==> src/rtl/satswarmv2_pkg.sv <==
// Shared types for the SAT swarm host controller: FSM encoding, latched result record
// and the winner-index width helper.
package satswarmv2_pkg;

    localparam int LIT_W = 32;

    typedef enum logic [1:0] {
        IDLE  = 2'd0,
        LOAD  = 2'd1,
        SOLVE = 2'd2,
        DONE  = 2'd3
    } swarm_state_e;

    typedef struct packed {
        logic done;
        logic sat;
        logic unsat;
        logic timeout;
    } swarm_result_t;

    // A single core still needs one bit to carry its index.
    function automatic int id_w(input int n);
        return (n > 1) ? $clog2(n) : 1;
    endfunction

endpackage

==> src/rtl/swarm_host_ctrl_if.sv <==
// Host-side CNF stream / control plus the broadcast bus towards the solver cores.
// master = host and cores environment, slave = swarm_host_ctrl.
interface swarm_host_ctrl_if #(
    parameter int NUM_CORES = 4,
    parameter int CNT_W     = 32
);
    import satswarmv2_pkg::*;

    localparam int ID_W = id_w(NUM_CORES);

    logic                    host_load_valid;
    logic signed [LIT_W-1:0] host_load_literal;
    logic                    host_load_clause_end;
    logic                    host_load_ready;

    logic                    host_start;
    logic                    host_abort;
    logic [CNT_W-1:0]        host_timeout_lim;

    logic                    host_done;
    logic                    host_sat;
    logic                    host_unsat;
    logic                    host_timeout;
    logic [ID_W-1:0]         host_winner;
    logic [CNT_W-1:0]        host_cycles;

    logic                    core_load_valid;
    logic signed [LIT_W-1:0] core_load_literal;
    logic                    core_load_clause_end;
    logic [NUM_CORES-1:0]    core_load_ready;

    logic                    core_start;
    logic                    core_abort;
    logic [NUM_CORES-1:0]    core_done;
    logic [NUM_CORES-1:0]    core_sat;
    logic [NUM_CORES-1:0]    core_unsat;

    modport master (
        output host_load_valid, host_load_literal, host_load_clause_end,
        input  host_load_ready,
        output host_start, host_abort, host_timeout_lim,
        input  host_done, host_sat, host_unsat, host_timeout, host_winner, host_cycles,
        input  core_load_valid, core_load_literal, core_load_clause_end,
        output core_load_ready,
        input  core_start, core_abort,
        output core_done, core_sat, core_unsat
    );

    modport slave (
        input  host_load_valid, host_load_literal, host_load_clause_end,
        output host_load_ready,
        input  host_start, host_abort, host_timeout_lim,
        output host_done, host_sat, host_unsat, host_timeout, host_winner, host_cycles,
        output core_load_valid, core_load_literal, core_load_clause_end,
        input  core_load_ready,
        output core_start, core_abort,
        input  core_done, core_sat, core_unsat
    );

endinterface

==> src/rtl/swarm_winner_pick.sv <==
// Lowest-index priority encoder over the valid-finisher vector.
// Purely combinational; no backpressure.
module swarm_winner_pick
    import satswarmv2_pkg::*;
#(
    parameter int NUM_CORES = 4
) (
    input  logic [NUM_CORES-1:0]      vld,
    output logic                      found,
    output logic [id_w(NUM_CORES)-1:0] idx
);
    localparam int ID_W = id_w(NUM_CORES);

    // Scan from the top so the lowest set index is the last one written.
    always_comb begin
        found = 1'b0;
        idx   = '0;
        for (int i = NUM_CORES - 1; i >= 0; i--) begin
            if (vld[i]) begin
                found = 1'b1;
                idx   = ID_W'(i);
            end
        end
    end

endmodule

==> src/rtl/swarm_host_ctrl.sv <==
// Host front-end for the solver swarm: literal broadcast, start/abort, winner/timeout latch.
// Latency: host word -> core bus 1 cycle; finisher/abort/timeout -> host_done 1 cycle.
// Backpressure: one-entry slice retires only when every core is ready; timeout needs SWARM_HOST_TIMEOUT_EN.
module swarm_host_ctrl
    import satswarmv2_pkg::*;
#(
    parameter int NUM_CORES = 4,
    parameter int CNT_W     = 32
) (
    input  logic              clk,
    input  logic              rst_n,
    swarm_host_ctrl_if.slave  bus
);
    localparam int ID_W = id_w(NUM_CORES);

    swarm_state_e            state;
    logic                    start_pend;
    swarm_result_t           res;
    logic [ID_W-1:0]         winner;
    logic [CNT_W-1:0]        cycles;
    logic                    start_q;
    logic                    abort_q;

    logic                    slc_vld;
    logic signed [LIT_W-1:0] slc_lit;
    logic                    slc_end;

    logic                    all_rdy;
    logic                    load_rdy;
    logic                    acc;
    logic                    retire;
    logic                    pend_eff;
    logic                    go_solve;
    logic                    timeout_hit;
    logic [NUM_CORES-1:0]    fin_vld;
    logic                    fin_found;
    logic [ID_W-1:0]         fin_idx;

    assign all_rdy = &bus.core_load_ready;

    // Gated by rst_n so the host never sees ready while the block is held in reset.
    assign load_rdy = rst_n && (!slc_vld || all_rdy) && !start_pend && (state != SOLVE);
    assign acc      = bus.host_load_valid && load_rdy;
    assign retire   = slc_vld && all_rdy;

    // A start request waits until the broadcast slice has fully drained.
    assign pend_eff = (state != SOLVE) && (start_pend || bus.host_start);
    assign go_solve = pend_eff && !slc_vld && !acc;

    assign fin_vld = bus.core_done & (bus.core_sat ^ bus.core_unsat);

    swarm_winner_pick #(
        .NUM_CORES (NUM_CORES)
    ) u_winner_pick (
        .vld   (fin_vld),
        .found (fin_found),
        .idx   (fin_idx)
    );

`ifdef SWARM_HOST_TIMEOUT_EN
    assign timeout_hit = (bus.host_timeout_lim != '0) && (cycles == bus.host_timeout_lim);
    assign bus.host_timeout = res.timeout;
`else
    logic unused_timeout_bits;
    assign unused_timeout_bits = ^{bus.host_timeout_lim, res.timeout};
    assign timeout_hit         = 1'b0;
    assign bus.host_timeout    = 1'b0;
`endif

    always_ff @(posedge clk or negedge rst_n) begin
        if (!rst_n) begin
            slc_vld <= 1'b0;
            slc_lit <= '0;
            slc_end <= 1'b0;
        end else if (acc) begin
            slc_vld <= 1'b1;
            slc_lit <= bus.host_load_literal;
            slc_end <= bus.host_load_clause_end;
        end else if (retire) begin
            slc_vld <= 1'b0;
        end
    end

    always_ff @(posedge clk or negedge rst_n) begin
        if (!rst_n) begin
            state      <= IDLE;
            start_pend <= 1'b0;
            res        <= '0;
            winner     <= '0;
            cycles     <= '0;
            start_q    <= 1'b0;
            abort_q    <= 1'b0;
        end else begin
            start_q <= 1'b0;
            abort_q <= 1'b0;
            case (state)
                IDLE, LOAD, DONE: begin
                    if (go_solve) begin
                        state      <= SOLVE;
                        start_pend <= 1'b0;
                        start_q    <= 1'b1;
                        res        <= '0;
                        winner     <= '0;
                        cycles     <= '0;
                    end else begin
                        start_pend <= pend_eff;
                        if (bus.host_load_valid && (state != LOAD)) begin
                            state  <= LOAD;
                            res    <= '0;
                            winner <= '0;
                            cycles <= '0;
                        end
                    end
                end
                SOLVE: begin
                    // The terminating cycle is not counted, so a timeout reports exactly the limit.
                    if (fin_found) begin
                        state     <= DONE;
                        abort_q   <= 1'b1;
                        res.done  <= 1'b1;
                        res.sat   <= bus.core_sat[fin_idx];
                        res.unsat <= bus.core_unsat[fin_idx];
                        winner    <= fin_idx;
                    end else if (bus.host_abort) begin
                        state    <= DONE;
                        abort_q  <= 1'b1;
                        res.done <= 1'b1;
                    end else if (timeout_hit) begin
                        state       <= DONE;
                        abort_q     <= 1'b1;
                        res.done    <= 1'b1;
                        res.timeout <= 1'b1;
                    end else if (cycles != '1) begin
                        cycles <= cycles + CNT_W'(1);
                    end
                end
                default: state <= IDLE;
            endcase
        end
    end

    assign bus.host_load_ready      = load_rdy;
    assign bus.core_load_valid      = slc_vld;
    assign bus.core_load_literal    = slc_lit;
    assign bus.core_load_clause_end = slc_end;
    assign bus.core_start           = start_q;
    assign bus.core_abort           = abort_q;
    assign bus.host_done            = res.done;
    assign bus.host_sat             = res.sat;
    assign bus.host_unsat           = res.unsat;
    assign bus.host_winner          = winner;
    assign bus.host_cycles          = cycles;

endmodule

==> src/flat_wrapper.sv <==
// flat-port wrapper written by rule: the top's interface ports become plain ports
module swarm_host_ctrl_flat import satswarmv2_pkg::*;
#(
    parameter int NUM_CORES = 4,
    parameter int CNT_W     = 32
)
  (clk, rst_n, bus_host_load_valid, bus_host_load_literal, bus_host_load_clause_end, bus_host_load_ready, bus_host_start, bus_host_abort, bus_host_timeout_lim, bus_host_done, bus_host_sat, bus_host_unsat, bus_host_timeout, bus_host_winner, bus_host_cycles, bus_core_load_valid, bus_core_load_literal, bus_core_load_clause_end, bus_core_load_ready, bus_core_start, bus_core_abort, bus_core_done, bus_core_sat, bus_core_unsat);
  swarm_host_ctrl_if #(.NUM_CORES(NUM_CORES), .CNT_W(CNT_W)) bus_i ();
  input  logic clk;
  input  logic rst_n;
  input wire logic [$bits(bus_i.host_load_valid)-1:0] bus_host_load_valid;
  input wire logic [$bits(bus_i.host_load_literal)-1:0] bus_host_load_literal;
  input wire logic [$bits(bus_i.host_load_clause_end)-1:0] bus_host_load_clause_end;
  output wire logic [$bits(bus_i.host_load_ready)-1:0] bus_host_load_ready;
  input wire logic [$bits(bus_i.host_start)-1:0] bus_host_start;
  input wire logic [$bits(bus_i.host_abort)-1:0] bus_host_abort;
  input wire logic [$bits(bus_i.host_timeout_lim)-1:0] bus_host_timeout_lim;
  output wire logic [$bits(bus_i.host_done)-1:0] bus_host_done;
  output wire logic [$bits(bus_i.host_sat)-1:0] bus_host_sat;
  output wire logic [$bits(bus_i.host_unsat)-1:0] bus_host_unsat;
  output wire logic [$bits(bus_i.host_timeout)-1:0] bus_host_timeout;
  output wire logic [$bits(bus_i.host_winner)-1:0] bus_host_winner;
  output wire logic [$bits(bus_i.host_cycles)-1:0] bus_host_cycles;
  output wire logic [$bits(bus_i.core_load_valid)-1:0] bus_core_load_valid;
  output wire logic [$bits(bus_i.core_load_literal)-1:0] bus_core_load_literal;
  output wire logic [$bits(bus_i.core_load_clause_end)-1:0] bus_core_load_clause_end;
  input wire logic [$bits(bus_i.core_load_ready)-1:0] bus_core_load_ready;
  output wire logic [$bits(bus_i.core_start)-1:0] bus_core_start;
  output wire logic [$bits(bus_i.core_abort)-1:0] bus_core_abort;
  input wire logic [$bits(bus_i.core_done)-1:0] bus_core_done;
  input wire logic [$bits(bus_i.core_sat)-1:0] bus_core_sat;
  input wire logic [$bits(bus_i.core_unsat)-1:0] bus_core_unsat;
  assign bus_i.host_load_valid = bus_host_load_valid;
  assign bus_i.host_load_literal = bus_host_load_literal;
  assign bus_i.host_load_clause_end = bus_host_load_clause_end;
  assign bus_host_load_ready = bus_i.host_load_ready;
  assign bus_i.host_start = bus_host_start;
  assign bus_i.host_abort = bus_host_abort;
  assign bus_i.host_timeout_lim = bus_host_timeout_lim;
  assign bus_host_done = bus_i.host_done;
  assign bus_host_sat = bus_i.host_sat;
  assign bus_host_unsat = bus_i.host_unsat;
  assign bus_host_timeout = bus_i.host_timeout;
  assign bus_host_winner = bus_i.host_winner;
  assign bus_host_cycles = bus_i.host_cycles;
  assign bus_core_load_valid = bus_i.core_load_valid;
  assign bus_core_load_literal = bus_i.core_load_literal;
  assign bus_core_load_clause_end = bus_i.core_load_clause_end;
  assign bus_i.core_load_ready = bus_core_load_ready;
  assign bus_core_start = bus_i.core_start;
  assign bus_core_abort = bus_i.core_abort;
  assign bus_i.core_done = bus_core_done;
  assign bus_i.core_sat = bus_core_sat;
  assign bus_i.core_unsat = bus_core_unsat;
  swarm_host_ctrl #(.NUM_CORES(NUM_CORES), .CNT_W(CNT_W)) u_core (.clk(clk), .rst_n(rst_n), .bus(bus_i));
endmodule
==> config.mk <==
export PLATFORM = sky130hd
export DESIGN_NAME = swarm_host_ctrl_flat
export DESIGN_NICKNAME = d
export VERILOG_FILES = /design/src/rtl/satswarmv2_pkg.sv /design/src/rtl/swarm_host_ctrl_if.sv /design/src/rtl/swarm_winner_pick.sv /design/src/rtl/swarm_host_ctrl.sv /design/src/flat_wrapper.sv
export SDC_FILE = /design/constraint.sdc
export NUM_CORES = 1
export LEC_CHECK = 0
export ABC_CLOCK_PERIOD_IN_PS = 2200
export CAP_MARGIN = 20
export CORE_MARGIN = 4
export CORE_UTILIZATION = 43
export DETAILED_ROUTE_END_ITERATION = 8
export PLACE_DENSITY = 0.78
export SETUP_SLACK_MARGIN = 0.02
export SYNTH_ARGS = -nofsm -noshare
export SYNTH_HDL_FRONTEND = slang
export SYNTH_HIERARCHICAL = 1
export SYNTH_SLANG_ARGS = --single-unit
==> constraint.sdc <==
create_clock -name clk -period 2.2 [get_ports clk]
set_input_delay 0.44 -clock clk [delete_from_list [all_inputs] [get_ports clk]]
set_output_delay 0.44 -clock clk [all_outputs]
set_load 0.02 [all_outputs]
==> results of run 1 <==
Yosys cell counts, types with 3 or more instances:
master	instances	area share, %
dfrtp_1	76	50
nand2_1	34	3.3
mux2_2	33	9.7
a31oi_1	26	4.2
o21ai_0	16	2.1
and3_1	12	2.0
o31ai_1	12	2.4
a21oi_1	11	1.4
nand4_1	11	1.8
nor2_1	11	1.1
and2_1	9	1.5
clkbuf_1	8	0.78
nand3_1	8	1.0
nor3_1	8	1.0
a41oi_1	7	1.6
inv_1	7	0.69
a21o_1	6	1.2
buf_4	6	1.2
nand2b_1	5	0.82
nor4_1	5	0.82
o21a_1	5	0.98
xor2_1	4	0.91
a211o_1	3	0.69
buf_2	3	0.39
o41ai_1	3	0.69
how the worst min path moves through the flow:
stage,from,end,slack [ns],cells after the start
floorplan,rst_n,u_core/bus.core_abort,0.14,0
global placement,u_core/bus.host_winner[0],u_core/bus.host_winner[0],0.47,2
detailed placement,u_core/bus.host_winner[1],u_core/bus.host_winner[1],0.48,2
CTS,rst_n,u_core/bus.core_load_literal[16],0.42,2
global route,rst_n,u_core/start_pend,0.46,2
finish,rst_n,u_core/bus.core_load_literal[20],0.38,2
state kept, by name (all words and copies together) (netlist names):
signal / count
u_core/bus.core_abort: 1
u_core/bus.core_load_clause_end: 1
u_core/bus.core_load_literal: 32
u_core/bus.core_load_valid: 1
u_core/bus.core_start: 1
u_core/bus.host_cycles: 32
u_core/bus.host_done: 1
u_core/bus.host_sat: 1
u_core/bus.host_unsat: 1
u_core/bus.host_winner: 2
u_core/start_pend: 1
u_core/state: 2
metal layers:
layer,up-vias,track usage (%)
met2,140,33.0
met1,1676,27.0
met5,-,0
met3,6,6.55
li1,1652,-
met4,0,5.45
repair_timing:
item,in CTS,in global routing
pin swaps,0,4
hold endpoints to repair,0,0
setup endpoints to repair,10,27
resized for setup,5,14
setup buffers,0,1
worst register-to-register path, stage by stage, from the launching register on:
cell and delay [ns]:
dfrtp_1 0.43, ha_1 0.24, nand4_1 0.22, nor4_4 0.29, and4_1 0.33, buf_4 0.19, nor4_1 0.06, a21o_1 0.15
layout make-up:
type	count	area (sq um)	area share (%)
clock buffers	10	128	2.24
clock inverters	5	77.6	1.36
inverters	7	26.3	0.462
multi-input cells	255	1860	32.7
flip-flops and latches	76	1900	33.5
well taps	108	135	2.38
repair buffers	159	1560	27.4
report_power, final:
part / switching (W) / internal, W / total (W)
logic: 0.00144 / 0.00147 / 0.00291
clock network: 0.000499 / 0.000629 / 0.00113
registers: 0.000233 / 0.00180 / 0.00203
logic make-up after synthesis:
family	count (synthesis)
fa+ha+maj	1
compound gates	98
flops	76
mux	35
simple gates	116
xor+xnor	4
buf+inv	27
other cells	1
metrics by stage:
| step | total power (W) | hold WS [ns] | setup slack [ns] | instance area, sq um | TNS [ns] |
|---|---|---|---|---|---|
| floorplan | 0.00354 | 0.144 | 0.0855 | 3840 | 0 |
| global placement | 0.00484 | 0.470 | -0.364 | 5420 | -14.22 |
| detailed placement | 0.00495 | 0.479 | -0.408 | 5420 | -18.46 |
| CTS | 0.00607 | 0.419 | 0.0424 | 5620 | 0 |
| global route | 0.00644 | 0.463 | -0.00260 | 5690 | -0.00427 |
| finish | 0.00607 | 0.378 | 0.0818 | 5690 | 0 |
==> summary.txt, run 1 <==
Clock tree
  – Num CTS Buffers: 9
  – Clk Tree Root Cell: clkbuf_8
  – Sink Count: 76
  – Clock Latency Late Sink: 0.35 ns
  – Post-CTS Hold Fix Bufs: 0
  – CTS tree: yes
  – H-tree levels: 3
  – Clock transition at the registers of the reported paths: 0.07 ns
  – Worst-case clock buffer depth: 2

Status
  – Outcome: complete, no violations

Cells and area
  – Layout Cells excl Fill: 620
  – Most frequent cells in the layout: clkdlybuf4s50_1 (125), dfrtp_1 (76), mux2_2 (33)
  – Area Growth Syn to Fin: 48.4%
  – Util after Layout: 65.5%
  – Antenna diodes: 0
  – # fillers: 705
  – Final #Nets: 595
  – Layout cells sized above 1: 20.3%
  – Commonest non-fill, non-tap cell in the layout: clkdlybuf4s50_1

Placement
  – GPL Wtd Cong: 0.908
  – Placed Cells incl. Taps: 604
  – IO Port Bufs: 127
  – Post-DP HPWL: 7.68 mm

Synth
  – Syn. warnings: 6
  – FF+latch count, synth: 76
  – Ys async rst share: 100%
  – Synth Flop Type: dfrtp_1
  – Mux share of post-synthesis cell area: 10.9%
  – Area fraction in compound gates after synthesis: 17.5%
  – Post-synthesis adder-cell area fraction: 0.326%
  – Simple-gate portion of the synthesized area: 17.2%
  – Post-synthesis cell area: 3830 sq um
  – Synth Net Count: 445
  – Synthesized instance count: 358
  – Number of synthesized flops with an enable pin: 0
  – XOR/XNOR Fraction of Synth Area: 0.914%
  – Post-Synthesis Mean Instance Area: 10.7 sq um
  – Main combinational cell family by area after synthesis: compound AO/OA/AOI/OAI gates
  – Sequential-to-total area share from yosys stat: 49.6%
  – Cell variety after synth: 48

Critical path
  – Worst Path Class, Setup: input port to register
  – Data required, critical path: 2.42 ns
  – CP startpoint kind: input port
  – CP bufs+invs: 2
  – Reg-to-reg critical path endpoint: u_core/bus.host_cycles[27]
  – Critical path cell sequence: clkdlybuf4s50_1 > xor2_1 > and2_1 > nor2_2 > nand2_2 > o21ai_2 > o21ai_4 > buf_12 > o31ai_1 > o41ai_2
  – Slowest-stage cell, CP: clkdlybuf4s50_1
  – CP peak stage delay: 0.43 ns
  – Largest delay share family, worst path: compound AO/OA/AOI/OAI gates
  – R2R setup slack: 0.18 ns
  – Worst R2R Path Depth: 7
  – CP Depth: 10
  – FF-to-FF Start: u_core/bus.host_cycles[1]
  – Crit path from: bus_core_sat[2]
  – Crit. End Element: register
  – Max FO, Critical Path: 10
  – Critical path arrival: 2.34 ns
  – End point of the critical path: u_core/bus.host_cycles[14]

Route
  – First-pass DRT Iterations: 4
  – Routed via count: 3,474
  – Met1 WL: 4.38 mm
  – Routed WL per cell: 16.9 um
  – Met2 wire len: 5.09 mm
  – Routed wl met3: 966 um
  – Routed Antenna Nets: 0
  – Top Metal Used: met4
  – Via-to-Cell Ratio: 5.60
  – Final Routed Wirelength: 10.5 mm
  – Drt drc: 0
  – Iteration-0 DRC count of the detailed router: 201

Pwr
  – Pwr Density: 1070 nW/um^2
  – Leak: 2.40 nW
  – VDD IR max: 0.000408 V

Timing
  – Period minus WS final: 2.12 ns
  – Tcrit/Tclk final: 96.3%
  – Final setup fails: 0
  – Post-Route Skew: 0.00767 ns
  – Max transition margin: 36.2%
  – Unrepaired setup endpoints after global routing: yes
  – Max Transition Viols Final: 0
  – Max Clk Rate: 472 MHz
  – Slew @ Worst Pin: 0.956 ns
  – Final Hold Violating Endpoints: 0

Global route
  – Initial antenna violation count: 0
  – First-pass GRT wire length: 16.9 mm
  – GRT Util Overall: 20.6%
  – Largest net degree at the start of global routing: 77
  – Vias in the first global route: 3,413
  – GRT Residual Overflow: 0

Floorplanning
  – Core area: 8680 sq um
  – Horiz. Die Dim: 102 um
  – Die H: 102 um
  – Initial Utilization: 44.2%
  – Row Count: 34
  – Die ar.: 10,500 sq um
  – Ports: 161

Hold path
  – Hold Path Class: input port to asynchronous set/reset pin

Flow run
  – Max-Cap Viols: 0
Note: power is estimated with default switching activity, not from simulation.
==> inputs of run 2 (changes only) <==
--- a/config.mk
+++ b/config.mk
@@ -7,10 +7,12 @@
 export LEC_CHECK = 0
 export ABC_CLOCK_PERIOD_IN_PS = 2200
 export CAP_MARGIN = 20
+export CORE_ASPECT_RATIO = 1.4
 export CORE_MARGIN = 4
-export CORE_UTILIZATION = 43
+export CORE_UTILIZATION = 50
 export DETAILED_ROUTE_END_ITERATION = 8
-export PLACE_DENSITY = 0.78
+export DONT_BUFFER_PORTS = 1
+export PLACE_DENSITY = 0.62
 export SETUP_SLACK_MARGIN = 0.02
 export SYNTH_ARGS = -nofsm -noshare
 export SYNTH_HDL_FRONTEND = slang
==> summary.txt, run 2 (synthesis results as in run 1) <==
Floorplanning
  – Core area: 7410 sq um (-15%)
  – Horiz. Die Dim: 82.0 um (-20%)
  – Die ar.: 9150 sq um (-13%)
  – Die H: 112 um (+9.0%)
  – Ports: 161 (unchanged)
  – Initial Utilization: 51.7% (+7.6 points)
  – Row Count: 37 (+8.8%)

Pwr
  – Sw frac: 38.5% (+2.7 points)
  – Total power: 0.00513 W (-16%)
  – P_sw: 0.00197 W (-9.1%)
  – VDD IR max: 0.000553 V (+35%)
  – Pwr Density: 1140 nW/um^2 (+7.1%)
  – Internal power: 0.00316 W (-19%)
  – Clock power frac: 22.8% (+4.2 points)
  – Leak: 2.00 nW (-16%)
  – Sequential Power Share: 49.3% (+16 points)
  – Gate power share: 27.9% (-20 points)

Placement
  – GPL Wtd Cong: 0.852 (-6.2%)
  – Placed Cells incl. Taps: 485 (-20%)
  – IO Port Bufs: 0 (-100%)
  – Post-DP HPWL: 6.81 mm (-11%)

Global route
  – Vias in the first global route: 3,130 (-8.3%)
  – First-pass GRT wire length: 15.0 mm (-11%)
  – GRT Util Overall: 21.2% (+0.61 points)
  – GRT Residual Overflow: 0 (unchanged)
  – Initial antenna violation count: 0 (unchanged)
  – Largest net degree at the start of global routing: 79 (+2.6%)

Critical path
  – Crit path from: u_core/bus.host_cycles[0]
  – CP startpoint kind: register
  – Crit. End Element: register
  – Slowest-stage cell, CP: dfrtp_1
  – Largest delay share family, worst path: simple AND/OR/NAND/NOR gates
  – Worst path most repeated cell: buf_4
  – Reg-to-reg critical path endpoint: u_core/bus.host_cycles[11]
  – CP bufs+invs: 2 (unchanged)
  – R2R setup slack: 0.19 ns (about the same)
  – FF-to-FF Start: u_core/bus.host_cycles[0]
  – Critical path cell sequence: ha_1 > nand4_1 > nor4_4 > buf_4 > and4_2 > nor2_4 > buf_4 > a31oi_1
  – CP peak stage delay: 0.36 ns (-0.07 ns)
  – End point of the critical path: u_core/bus.host_cycles[11]
  – Critical path arrival: 2.29 ns (-0.05 ns)
  – Max FO, Critical Path: 9 (-1)
  – Worst R2R Path Depth: 8 (+1)
  – Worst Path Class, Setup: register to register
  – CP Depth: 8 (-2)
  – Data required, critical path: 2.47 ns (+0.05 ns)

Route
  – Via-to-Cell Ratio: 6.10 (+8.9%)
  – Drt drc: 0 (unchanged)
  – Routed via count: 3,058 (-12%)
  – Iteration-0 DRC count of the detailed router: 233 (+16%)
  – Final Routed Wirelength: 9.33 mm (-11%)
  – First-pass DRT Iterations: 4 (unchanged)
  – Routed WL per cell: 18.6 um (+10%)
  – Routed Antenna Nets: 0 (unchanged)

Timing
  – Max Transition Viols Final: 0 (unchanged)
  – Slew @ Worst Pin: 0.598 ns (-0.359 ns)
  – Max transition margin: 60.1% (+24 points)
  – Hold slack: -0.225 ns (-0.603 ns)
  – Max Clk Rate: 496 MHz (+5.1%)
  – Setup TNS: 0 ns (unchanged)
  – Final setup fails: 0 (unchanged)
  – Period minus WS final: 2.01 ns (-0.103 ns)
  – Tcrit/Tclk final: 91.6% (-4.7 points)
  – Unrepaired setup endpoints after global routing: no
  – Final Hold Violating Endpoints: 76 (+76)
  – Post-Route Skew: 0.00894 ns (+0.00127 ns)

Cells and area
  – Commonest non-fill, non-tap cell in the layout: dfrtp_1
  – Final #Nets: 486 (-18%)
  – Layout Cells excl Fill: 501 (-19%)
  – Util after Layout: 60.5% (-5.0 points)
  – Area Growth Syn to Fin: 17.0%
  – Most frequent cells in the layout: dfrtp_1 (76), buf_4 (48), nand2_1 (34)
  – Layout cells sized above 1: 28.2% (+7.9 points)
  – Antenna diodes: 0 (unchanged)

Status
  – Violated checks: negative hold slack
  – Outcome: complete, but fails checks

Clock tree
  – Post-CTS setup buffer count: 0 (unchanged)
  – Clk Tree Root Cell: clkbuf_8
  – Clock transition at the registers of the reported paths: 0.08 ns (about the same)
  – Sink Count: 76 (unchanged)
  – Num CTS Buffers: 9 (unchanged)
  – Worst-case clock buffer depth: 2 (unchanged)
  – Clock Latency Late Sink: 0.35 ns (about the same)
  – H-tree levels: 3 (unchanged)
  – CTS tree: yes

Flow run
  – Max-Cap Viols: 0 (unchanged)

Hold path
  – Hold Path Class: input port to asynchronous set/reset pin
## run 2: cell count changes in the layout (fill, tap and decap cells not counted), moves of 2 or more
| cell | previous run | this run |
|---|---|---|
| buf_4 | 29 | 48 |
| clkdlybuf4s50_1 | 125 | 0 |
| nand2_2 | 2 | 0 |
| o21ai_0 | 14 | 16 |
| o41ai_1 | 1 | 3 |
| o41ai_2 | 2 | 0 |
| nand2_1 | 32 | 34 |
## run 2: per-stage QoR
step	setup slack, ns	cell area (sq um)
after floorplan	0.0855	3840
after global placement	0.0587	4270
after detailed placement	0.0137	4270
after CTS	0.153	4480
after global routing	0.0367	4480
final	0.185	4480
## run 2: cell type report
type | count | area, sq um
Fill cell | 666 | 2920
Sequential cell | 76 | 1900
Multi-Input combinational cell | 255 | 1820
Timing Repair Buffer | 50 | 400
Clock buffer | 12 | 145
Tap cell | 97 | 121
Clock inverter | 4 | 72.6
Inverter | 7 | 26.3
## run 2: worst min path at each step
stage,slack (ns),endpoint,cells past startpoint
final,-0.22,u_core/bus.host_cycles[26],0
after global routing,-0.24,u_core/bus.host_unsat,0
after floorplan,0.14,u_core/bus.core_abort,0
after global placement,0.15,u_core/bus.core_load_literal[8],0
after CTS,-0.24,u_core/bus.core_load_literal[15],0
after detailed placement,0.15,u_core/bus.core_load_literal[9],0
## run 2: per-layer routing
metal  vias up  global-route usage [%]  routed length, um
met5         -                       0                  0
met4         0                    12.0                261
met3        16                    4.13                719
met2       129                    34.3               4660
met1      1484                    25.7               3690
li1       1429                       -                  -
## run 2: repair_timing
action,4_1_cts,5_1_grt
hold endpoints to repair,76,76
gates resized for setup,0,1
setup endpoints to repair,0,6
## run 2: power groups by stage
stage	logic [W]	registers (W)	clock network, W
floorplan	0.00103	0.00251	0
global placement	0.00141	0.00255	0
global route	0.00158	0.00259	0.00125
CTS	0.00144	0.00254	0.00120
finish	0.00143	0.00253	0.00117
detailed placement	0.00144	0.00257	0
